===== config.mk =====
export PLATFORM = sky130hd
export DESIGN_NAME = periph_reg_arbiter
export DESIGN_NICKNAME = d
export VERILOG_FILES = /design/src/rtl/core_v_mini_mcu_pkg.sv /design/src/rtl/reg_pkg.sv /design/src/rtl/periph_reg_arbiter_rr_pick.sv /design/src/rtl/periph_reg_arbiter.sv
export SDC_FILE = /design/constraint.sdc
export NUM_CORES = 1
export LEC_CHECK = 0
export CAP_MARGIN = 10
export CORE_AREA = 2 2 124 126
export DETAILED_ROUTE_END_ITERATION = 8
export DIE_AREA = 0 0 126 128
export PLACE_DENSITY = 0.81
export SLEW_MARGIN = 25
export SYNTH_ARGS = -nofsm -noshare
export SYNTH_HDL_FRONTEND = slang
export SYNTH_HIERARCHICAL = 1
export SYNTH_SLANG_ARGS = --single-unit

===== constraint.sdc =====
create_clock -name clk_i -period 5.3 [get_ports clk_i]
set_clock_uncertainty 0.1 [all_clocks]
set_input_delay 1.06 -clock clk_i [delete_from_list [all_inputs] [get_ports clk_i]]
set_output_delay 1.06 -clock clk_i [all_outputs]
set_load 0.03 [all_outputs]

===== src/rtl/core_v_mini_mcu_pkg.sv =====
// MCU-level constants used by the peripheral register-bus arbiter.
package core_v_mini_mcu_pkg;

  localparam int unsigned PeriphArbTimeoutCycles = 255;
  localparam logic [31:0] PeriphArbAbortRdata    = 32'hBADCAB1E;

  typedef enum logic {
    IDLE = 1'b0,
    BUSY = 1'b1
  } periph_arb_state_e;

  // Successor of idx in a ring of num entries.
  function automatic int unsigned periph_arb_next(input int unsigned idx, input int unsigned num);
    return (idx + 1 >= num) ? 0 : idx + 1;
  endfunction

endpackage


===== src/rtl/reg_pkg.sv =====
// Register-bus request/response types shared by the peripheral interconnect.
package reg_pkg;

  typedef struct packed {
    logic [31:0] addr;
    logic        write;
    logic [31:0] wdata;
    logic [3:0]  wstrb;
    logic        valid;
  } reg_req_t;

  typedef struct packed {
    logic [31:0] rdata;
    logic        error;
    logic        ready;
  } reg_rsp_t;

endpackage


===== src/rtl/periph_reg_arbiter_rr_pick.sv =====
// Combinational round-robin picker: first valid requester at or after ptr_i, wrapping.
module periph_rr_pick #(
  parameter int unsigned NumReq = 2
) (
  input  logic [NumReq-1:0]         valid_i,
  input  logic [$clog2(NumReq)-1:0] ptr_i,
  output logic [$clog2(NumReq)-1:0] idx_o,
  output logic                      found_o
);

  localparam int unsigned IdxW = $clog2(NumReq);

  logic [IdxW-1:0] cand [NumReq];

  always_comb begin
    for (int unsigned k = 0; k < NumReq; k++) begin
      cand[k] = IdxW'((int'(ptr_i) + k) % NumReq);
    end
  end

  // Earlier positions in the search order take priority.
  always_comb begin
    idx_o   = '0;
    found_o = 1'b0;
    for (int unsigned k = 0; k < NumReq; k++) begin
      if (!found_o && valid_i[cand[k]]) begin
        idx_o   = cand[k];
        found_o = 1'b1;
      end
    end
  end

endmodule


===== src/rtl/periph_reg_arbiter.sv =====
// Round-robin arbiter funnelling several register-bus requesters onto one
// peripheral bus, one outstanding transaction at a time, with a BUSY timeout.
module periph_reg_arbiter
  import core_v_mini_mcu_pkg::*;
#(
  parameter int unsigned NumReq        = 2,
  parameter int unsigned TimeoutCycles = PeriphArbTimeoutCycles
) (
  input  logic                           clk_i,
  input  logic                           rst_ni,
  input  reg_pkg::reg_req_t [NumReq-1:0] req_i,
  output reg_pkg::reg_rsp_t [NumReq-1:0] rsp_o,
  output reg_pkg::reg_req_t              req_o,
  input  reg_pkg::reg_rsp_t              rsp_i,
  output logic [$clog2(NumReq)-1:0]      grant_idx_o,
  output logic                           busy_o,
  output logic                           timeout_o
);

  localparam int unsigned IdxW = $clog2(NumReq);
  localparam int unsigned CntW = (TimeoutCycles > 0) ? $clog2(TimeoutCycles + 1) : 1;
  localparam logic [IdxW-1:0] LastIdx  = IdxW'(NumReq - 1);
  localparam logic [CntW-1:0] CntMax   = CntW'(TimeoutCycles);
  localparam logic [CntW-1:0] CntAbort = CntW'((TimeoutCycles > 0) ? TimeoutCycles - 1 : 0);

  periph_arb_state_e state_q, state_d;
  logic [IdxW-1:0]   grant_q, grant_d;
  logic [IdxW-1:0]   last_grant_q, last_grant_d;
  reg_pkg::reg_req_t payload_q, payload_d;
  logic [CntW-1:0]   cnt_q, cnt_d;

  logic [NumReq-1:0] req_valid;
  logic [IdxW-1:0]   rr_ptr;
  logic [IdxW-1:0]   pick_idx;
  logic              pick_found;
  logic              abort_due;

  always_comb begin
    for (int unsigned n = 0; n < NumReq; n++) begin
      req_valid[n] = req_i[n].valid;
    end
  end

  assign rr_ptr = IdxW'(periph_arb_next(int'(last_grant_q), NumReq));

  periph_rr_pick #(
    .NumReq (NumReq)
  ) u_rr_pick (
    .valid_i (req_valid),
    .ptr_i   (rr_ptr),
    .idx_o   (pick_idx),
    .found_o (pick_found)
  );

  assign abort_due = (TimeoutCycles != 0) && (cnt_q == CntAbort);

  // A real response on the abort cycle takes precedence over the timeout.
  always_comb begin
    state_d      = state_q;
    grant_d      = grant_q;
    last_grant_d = last_grant_q;
    payload_d    = payload_q;
    cnt_d        = cnt_q;
    rsp_o        = '0;
    timeout_o    = 1'b0;
    unique case (state_q)
      IDLE: begin
        if (pick_found) begin
          grant_d         = pick_idx;
          payload_d       = req_i[pick_idx];
          payload_d.valid = 1'b0;
          cnt_d           = '0;
          state_d         = BUSY;
        end
      end
      BUSY: begin
        if (cnt_q != CntMax) begin
          cnt_d = cnt_q + 1'b1;
        end
        if (rsp_i.ready) begin
          rsp_o[grant_q].rdata = rsp_i.rdata;
          rsp_o[grant_q].error = rsp_i.error;
          rsp_o[grant_q].ready = 1'b1;
          last_grant_d         = grant_q;
          state_d              = IDLE;
        end else if (abort_due) begin
          rsp_o[grant_q].rdata = PeriphArbAbortRdata;
          rsp_o[grant_q].error = 1'b1;
          rsp_o[grant_q].ready = 1'b1;
          timeout_o            = 1'b1;
          last_grant_d         = grant_q;
          state_d              = IDLE;
        end
      end
      default: state_d = IDLE;
    endcase
  end

  always_ff @(posedge clk_i or negedge rst_ni) begin
    if (!rst_ni) begin
      state_q      <= IDLE;
      grant_q      <= '0;
      last_grant_q <= LastIdx;
      payload_q    <= '0;
      cnt_q        <= '0;
    end else begin
      state_q      <= state_d;
      grant_q      <= grant_d;
      last_grant_q <= last_grant_d;
      payload_q    <= payload_d;
      cnt_q        <= cnt_d;
    end
  end

  // Payload fields stay stable in IDLE; only valid follows the state.
  always_comb begin
    req_o       = payload_q;
    req_o.valid = (state_q == BUSY);
  end

  assign busy_o      = (state_q == BUSY);
  assign grant_idx_o = grant_q;

endmodule


==> impl_metrics.yaml <==
outcome:
  status: "complete, no violations"
pwr:
  power_density_nw_per_um2: 434
  p_leak_nw: 3.31
  peakVddDrop_v: 0.000219
min_path:
  hp-start: "req_o[69]"
  hold_depth: 2
  min_to: "req_o[69]"
  hold_path.class: "reg2reg"
critical_path:
  start_kind: "input port"
  end_kind: "output pin"
  path_buf_inv: 2
  reg2regPathDepth: 4
  worstPathArrival_ns: 3.28
  r2r-start: "busy_o"
  path_common_cell: "clkdlybuf4s50_1"
  crit_family: "buffers and inverters"
  cp.required_ns: 4.14
  path_max_fanout: 40
  slowest_delay_ns: 0.80
  cp_cell_sequence: "clkdlybuf4s50_1 > or3_2 > a21oi_1 > clkdlybuf4s50_1"
  r2r_end: "req_o[33]"
  crit_type: "in2out"
  ff2ff_setup_slack_ns: 3.02
  crit_path_top_delay_cell: "or3_2"
cts:
  cts.htree.levels: 3
  cts_root_buf: "clkbuf_16"
  cts_made_buffers: 9
  cts_buffer_depth: 2
  clk_latency_ns: 0.33
  path_clk_slew_ns: 0.06
  cts_hold_buffers: 0
  cts_sinks: 80
  tritoncts: "done"
  cts_resized: 0
  cts_setup_buffers: 0
global_routing:
  grt_max_degree: 103
  grt_use_total_pct: 18.1
  antenna_found_initial: 0
  grt_pass1_vias: 4344
  grt_pass1_wl_um: 23100
  gr-total-overflow: 0
yosys:
  synth-seq-area-share_pct: 46.1
  yosys-top-cells-area: "dfrtp_1, mux2i_1, nand2_1"
  ys_ff_latch: 80
  ys_warn_count: 6
  ys_types: 39
  synth_top_area_share_pct: 45.5
  netlist_instances: 490
  syn_area_per_cell_um2: 8.88
  netlist_area_um2: 4350
  synth-edff-count: 0
  yosysTopAreaCell: "dfrtp_1"
  syn_nets: 668
  async_flop_share_pct: 100
  synth_flop_cell: "dfrtp_1"
timing:
  setup_viol: 0
  timing.slew.headroom_pct: 37.3
  rsz0062_at_grt: "no"
  fmax_mhz: 225
  worstMarginPinSlew_ns: 0.940
  min_period_ns: 4.44
  drv_slew: 0
  hold_viol: 0
  min_period_over_period_pct: 83.7
  timing.setup.tns_ns: 0
finish:
  mostFrequentLayoutCell: "clkdlybuf4s50_1"
  utilization_pct: 53.1
  nets: 958
  syn2layout_area_growth_pct: 81.4
  layout_common_cells: "clkdlybuf4s50_1, nand2_1, dfrtp_1"
  n_antenna_cell: 0
  fin_area_um2: 7890
  drive_above_1_share_pct: 3.83
drt:
  drt-total-wl_um: 15000
  vias_per_cell: 4.67
  routedWlPerCell_um: 15.4
  vias: 4537
  drc: 0
  dr.pass1.iters: 4
  drt_iter0_drc: 181
  ant_nets: 0
placement:
  dp_hpwl_um: 11700
  portBuffers: 316
  placed_area_um2: 7580
  gp_congestion: 0.891
flow_run:
  cap_viol_max_count: 0
floorplan:
  die_h_um: 128
  io_pins: 317
  coreArea_um2: 14900
  num_rows: 45
  die-area_um2: 16100
  initial_utilization_pct: 29.3
  die_x_um: 126
synthesized netlist by cell type, types with 2 or more instances:
| cell type | number |
|---|---|
| dfrtp_1 | 79 |
| a21oi_1 | 45 |
| buf_8 | 4 |
| a21o_1 | 2 |
| buf_2 | 9 |
| nor2_1 | 31 |
| nand2_1 | 109 |
| o21ai_0 | 70 |
| clkbuf_1 | 27 |
| mux2i_1 | 71 |
| a311oi_1 | 2 |
| a41oi_1 | 2 |
| nand2b_1 | 6 |
| nand3_1 | 3 |
| inv_1 | 5 |
| ha_1 | 2 |
registers in the layout (all words and copies together), names as in the netlist:
name,cells
busy_o,1
last_grant_q,1
cnt_q,8
req_o,69
grant_idx_o,1
per-layer routing:
| metal | vias up | GRT usage (%) | part of all wire [%] |
|---|---|---|---|
| li1 | 2251 | - | - |
| met1 | 2040 | 20.4 | 37 |
| met2 | 225 | 31.8 | 51 |
| met3 | 21 | 6.39 | 9.5 |
| met4 | 0 | 6.01 | 2.2 |
| met5 | - | 0 | 0 |
worst reg2reg max path: cells and delay by family, from the launching register on:
kind / cells / cell delay, ns
and+or+nand+nor: 1 / 0.79
DFF: 1 / 0.41
buffers and inverters: 2 / 0.73
AOI/OAI and AO/OA: 1 / 0.13
area by class of cell:
type / instances / area (um2)
clock buffer: 11 / 253
sequential: 80 / 2000
multi-input combinational: 362 / 2120
tap: 188 / 235
fill: 1382 / 6970
timing repair buffer: 322 / 3210
clock inverter: 4 / 52.6
inverter: 5 / 18.8
stage by stage:
step                      power (mW)  cells  hold slack, ns  setup slack [ns]
after detailed placement        2.81    957           0.369             0.884
after CTS                       3.46    972           0.383             0.876
final                           3.42    972           0.374             0.864
after global routing            3.62    972           0.398             0.758
after global placement          2.78    957           0.361             0.839
after floorplan                 1.97    490           0.390              1.81
power breakdown:
part           switching (mW)  internal [mW]  leakage [nW]  total [mW]
Sequential              0.130          0.840         0.990       0.970
Clock                   0.251          0.390         0.152       0.641
Combinational            1.06          0.753          2.17        1.81
Total                    1.44           1.98          3.31        3.42
worst max path at each step:
stage / startpoint / end / cells after the start
finish: rsp_i[0] / rsp_o[17] / 4
global route: rsp_i[0] / rsp_o[4] / 4
CTS: rsp_i[0] / rsp_o[17] / 4
detailed placement: rsp_i[0] / rsp_o[17] / 4
global placement: rsp_i[0] / rsp_o[67] / 4
floorplan: rsp_i[0] / rsp_o[10] / 5
logic make-up after synthesis:
group                    Yosys count  share of synthesized area (%)
AO/OA/AOI/OAI                    130                           16.0
adder cells (fa/ha/maj)            2                          0.575
buffers and inverters             48                           5.70
flip-flops                        80                           46.1
multiplexers                      72                           16.6
AND/OR/NAND/NOR                  158                           15.0
Note: power is estimated with default switching activity, not from simulation.
